$ cat src/rtl/cache_mem_arbiter.sv
// rtl/cache_mem_arbiter.sv - shares one main-memory port between the I-cache and D-cache.
// Define CACHE_ARB_RR_EN for round-robin tie-breaking; otherwise the D-cache wins ties.
module cache_mem_arbiter (
  input  logic        clk,
  input  logic        clr,
  input  logic [31:0] i_a,
  input  logic        i_strobe,
  output logic [31:0] i_din,
  output logic        i_ready,
  input  logic [31:0] d_a,
  input  logic [31:0] d_dout,
  input  logic        d_rw,
  input  logic        d_strobe,
  output logic [31:0] d_din,
  output logic        d_ready,
  output logic [31:0] m_a,
  output logic [31:0] m_din,
  input  logic [31:0] m_dout,
  output logic        m_rw,
  output logic        m_strobe,
  input  logic        m_ready,
  output logic [1:0]  grant
);

  typedef enum logic [1:0] {
    IDLE    = 2'b00,
    SERVE_I = 2'b01,
    SERVE_D = 2'b10
  } state_t;

  state_t state;
  logic   lg;
  logic   tie_to_d;
  logic   serve_i;
  logic   serve_d;

`ifdef CACHE_ARB_RR_EN
  // The requester that was not served last wins a tie, so neither starves.
  assign tie_to_d = ~lg;
`else
  logic lg_unused;
  assign lg_unused = lg;
  assign tie_to_d  = 1'b1;
`endif

  always_ff @(posedge clk or posedge clr) begin
    if (clr) begin
      state <= IDLE;
      lg    <= 1'b1;
    end else begin
      case (state)
        IDLE: begin
          if (i_strobe && d_strobe)
            state <= tie_to_d ? SERVE_D : SERVE_I;
          else if (d_strobe)
            state <= SERVE_D;
          else if (i_strobe)
            state <= SERVE_I;
        end
        // The grant is held until memory completes, even if the strobe drops.
        SERVE_I: begin
          if (m_ready) begin
            state <= IDLE;
            lg    <= 1'b0;
          end
        end
        SERVE_D: begin
          if (m_ready) begin
            state <= IDLE;
            lg    <= 1'b1;
          end
        end
        default: state <= IDLE;
      endcase
    end
  end

  assign serve_i  = (state == SERVE_I);
  assign serve_d  = (state == SERVE_D);

  assign grant    = state;
  assign m_strobe = serve_i | serve_d;
  assign m_a      = serve_d ? d_a : i_a;
  assign m_rw     = serve_d & d_rw;
  assign m_din    = d_dout;
  assign i_din    = m_dout;
  assign d_din    = m_dout;
  assign i_ready  = serve_i & m_ready;
  assign d_ready  = serve_d & m_ready;

endmodule
$ cat config.mk
export PLATFORM = sky130hd
export DESIGN_NAME = cache_mem_arbiter
export DESIGN_NICKNAME = d
export VERILOG_FILES = /design/src/rtl/cache_mem_arbiter.sv
export SDC_FILE = /design/constraint.sdc
export NUM_CORES = 1
export LEC_CHECK = 0
export ABC_AREA = 1
export BUFFER_PORTS_ARGS = -buffer_cell sky130_fd_sc_hd__buf_4
export CAP_MARGIN = 0
export CORE_AREA = 8 8 99 101
export CTS_CLUSTER_SIZE = 28
export DETAILED_ROUTE_END_ITERATION = 6
export DIE_AREA = 0 0 107 109
export HOLD_SLACK_MARGIN = 0.06
export PLACE_DENSITY_LB_ADDON = 0.2
export RECOVER_POWER = 25
export REMOVE_ABC_BUFFERS = 1
export SETUP_SLACK_MARGIN = 0.2
export SLEW_MARGIN = 25
export SYNTH_ARGS = -nofsm -noshare
export SYNTH_HDL_FRONTEND = slang
export SYNTH_SLANG_ARGS = --single-unit
$ cat constraint.sdc
create_clock -name clk -period 1.76 [get_ports clk]
set_clock_uncertainty 0.15 [all_clocks]
set_input_delay 0.264 -clock clk [delete_from_list [all_inputs] [get_ports clk]]
set_output_delay 0.264 -clock clk [all_outputs]
set_load 0.005 [all_outputs]
After elaboration in Yosys (flattened, before gate mapping)
Index checks and enable logic that the tools add are counted.
W data, S select, Z words.
- eq/ne operators: 4
- mux-type cells: 6
- bitwise operators: 4
- reduce and logical (&&, ||, !) cells: 4
- operator list (operator ; number):
    $mux W32 ; 1
    $mux W2 ; 4
    $ne A4 B4 Y1 const B ; 1
    $pmux W2 S2 ; 1
    $and A1 B1 Y1 ; 3
    $eq A2 B1 Y1 const B ; 1
    $eq A2 B2 Y1 const B ; 1
    $logic_not A2 Y1 ; 1
    $ne A2 B1 Y1 const B ; 1
    $reduce_and A2 Y1 ; 1
    $reduce_or A2 Y1 ; 1
    $logic_and A1 B1 Y1 ; 1
    $or A1 B1 Y1 ; 1
- register bits: 2
- input bits: 134

Logic depth before layout (Yosys ltp)
- depth in word-level cells: 4
- depth in mapped cells: 7
- depth with buffers taken out: 7

Worst setup path after synthesis
OpenSTA, ideal clock, no wires.
- kind: reg2out
- from: register state[0], in the netlist grant[0]
- to: output m_a[10]
- arrival time: 1.219 ns
- required time: 1.346 ns
- slack: 0.127 ns
- cell stages (with the launch flop): 6
- path buffers: 2
- cells stage by stage: dfrtp_1 > inv_1 > ha_1 > buf_6 > buf_12 > mux2_4
- word-level cells in the longest chain between the ends: 2
- ends and longest elaborated chain (what ; line ; RTL):
    start: declaration ; 31 ; state_t state;
    start signal: assignment ; 54 ; state <= tie_to_d ? SERVE_D : SERVE_I;
    $eq A2 B2 Y1 ; -- ;
    $mux W32 ; 83 ; assign m_a = serve_d ? d_a : i_a;
    end: declaration ; 16 ; output logic [31:0] m_a,
Every way passes these cells.

Final worst setup path
- from: register state[0], in the netlist grant[0]
- to: output m_a[15]
Same word-level chain as after synthesis.

==> results by group <==
Setup path
  • Worst path cell trace: inv_2, ha_4, buf_6, clkbuf_16, mux2_4, buf_6
  • Crit path buf inv count: 4
  • Largest delay share family, worst path: buffers and inverters
  • Crit path largest cell delay: between 0.3 and 0.4 ns
  • CP Data Arrival Time: about 1.5 ns
  • Worst-path fanout max: 5
  • WS Path Type: reg -> out
  • Startpoint types: register
  • Slowest CP cell: dfrtp_1
  • Crit path top cell by count: buf_6
  • Critical path endpoint category: output pin
  • WP data required: between 1 and 1.5 ns

Final layout
  • Layout cell share with drive strength beyond 1: between 90% and 100%
  • Area of the multi-input gates: between 600 and 700 um2
  • Final Net Count: about 330
  • Cell area after layout: between 2000 and 2500 um2
  • P&R area growth vs syn: 48.8%
  • Largest register FFs: 2
  • Area occupied by registers: around 50 um2
  • Ant. Diodes: 0
  • FILL cells: between 800 and 900

Route
  • Detailed-route via count: approximately 1200
  • Initial DRC count: 51
  • Drc violations: 0
  • WL/cell: between 40 and 50 um
  • Metal-1 WL: around 2800 um
  • Final WL: ~14000 um
  • Vias per inst: approximately 4.1
  • Top Layer Used: met5
  • Met2 Routed Length: about 7100 um
  • Met3 routed WL: 3300 um
  • Detailed Routing Iterations Pass 1: 4
  • Antenna-violating nets left: 0

Timing
  • Final worst path period share: 110%
  • Hold Vio Cnt, Final: 0
  • Final min period: approximately 1.9 ns
  • Final setup fails: 34
  • Peak Freq: ~0.52 GHz
  • RSZ-0062 raised after global routing: yes
  • Max Slew Vio Count: 0
  • Worst-Margin Slew: ~0.15 ns
  • Final worst slack: -0.170 ns
  • Slew HR: roughly nine tenths

Yosys
  • Area of the mapped netlist: approximately 1400 um2
  • FF+latch count, synth: 2
  • Post-synth top area cell: buf_4
  • Largest cells by area after synthesis: buf_4, mux2_4, buf_12
  • Seq/Total Area, Yosys: 3.51%
  • Synth top area share: roughly half
  • Syn Inst Count: between 150 and 200
  • Synth cell types: 10
  • Mapped Avg Cell Area: around 9 um2
  • Synth Warn #: 0

Job
  • Max-Cap Viols: 0

Outcome
  • Failing checks: setup timing
  • Status: finished, violations left

Global route
  • First-pass GRT wire length: roughly 16000 um
  • Initial antenna violation count: 0
  • GRT Total Usage: between 20% and 30%
  • Overflow after GRT: 0
  • Largest net degree at the start of global routing: 12
  • Vias in the first global route: 1246

Placement
  • IO buf count: roughly 110
  • Post-Place Worst Slack: -0.0169 ns
  • Placed cell area: 1640 um2
  • GP Congestion: ~0.83
  • Detailed placement HPWL: approximately 13000 um

Die
  • Row count: 34
  • Initial Util: approximately 17%
  • Core ar.: 8380 um2
  • Io pins: about 270
  • Die height: ~110 um
  • Die Area: approximately 12000 um2
  • Overall die width: approximately 110 um

Clocking
  • Clk root buf: clkbuf_8
  • Worst-Skew Late Latency: 0.21 ns
  • Total number of H-tree levels: 1
  • CTS tree: done
  • Worst-path clk slew: 0.03 ns
  • Num CTS Buffers: 3
  • Maximum root-to-sink buffer count: 2
  • Sink Count: 2

Power and ir drop
  • Worst vdd ir: 0.000669 V
  • Power per cell area: roughly 1200 nW/um2
  • LEAKAGE: around 1.1 nW

Min path
  • Hold WC Path Type: in -> reg
synth_stat cells (all sizes together):
cell / instances
inv: 9
mux2: 32
dfrtp: 2
buf: 100
nand3: 2
nand2: 10
ha: 3
final cells by class:
class                           instances  share of cell area (%)
Multi-Input combinational cell         47                    29.8
Timing Repair Buffer                  129                    57.7
Tap cell                              108                    6.37
Inverter                                9                    1.83
Clock buffer                            3                    1.95
Sequential cell                         2                    2.36
cell families after synthesis:
| logic type | synth area share (%) |
|---|---|
| DFF | 3.51 |
| buffers and inverters | 57.9 |
| and+or+nand+nor | 3.33 |
| muxes | 32.6 |
| adders and majority gates | 2.63 |
path summary, 6_finish.rpt:
kind                                      startpoint              endpoint  slack (ns)  depth (start not counted)
worst max-delay path            grant[0]$_DFFE_PP0P_               m_a[15]       -0.17                          6
worst min-delay path                        d_strobe  grant[1]$_DFFE_PP0P_        0.15                          3
worst max register to register  grant[0]$_DFFE_PP0P_  grant[0]$_DFFE_PP0P_        0.11                         11
worst min register to register  grant[1]$_DFFE_PP0P_  grant[1]$_DFFE_PP0P_        0.63                          4
max in group asynchronous                        clr  grant[1]$_DFFE_PP0P_        1.03                          3
min in group asynchronous                        clr  grant[0]$_DFFE_PP0P_        0.32                          3
per-stage QoR:
stage	setup TNS (ns)	power (mW)	std cells	util [%]	hold WS, ns
global placement	0	1.57	278	19.5	-0.0139
global route	-7.33	2.77	298	25.3	0.164
CTS	-4.90	2.27	292	23.2	0.156
finish	-5.05	2.62	298	25.3	0.150
floorplan	-25.11	0.828	58	-	-0.145
detailed placement	-0.142	1.56	278	19.5	-0.0171
cell usage in the layout, fill, tap and decap left out, types with 2 or more instances in the layout:
cell,instances
buf_16,3
buf_6,40
buf_12,2
clkbuf_8,3
nand2_4,2
nand2_2,4
mux2_4,32
buf_4,82
inv_1,4
ha_4,3
dfrtp_1,2
inv_2,4
nand2_1,4
power by group:
part	total (mW)	internal (mW)	switching [mW]	leakage, nW
logic	2.35	1.57	0.783	1.06
clock network	0.180	0.145	0.0354	0.0216
registers	0.0876	0.0673	0.0203	0.0258
worst min-delay path, stage by stage:
cell and delay, ns:
buf_4 0.08, nand3_1 0.07, nand2_1 0.06
routing by layer:
layer  track usage [%]  vias up
met1              13.0      495
met2              39.2      245
met3              25.7       25
met4              9.75        3
met5              2.10        -
li1                  -      467
what timing repair did:
action,in CTS,in global routing
buffers inserted,7,5
pin swaps,1,4
hold endpoints to repair,2,0
endpoints found under the setup margin,35,38
cloned,3,1
resized for setup,33,34
hold buffers,1,0
(Power assumes the default switching activity.)
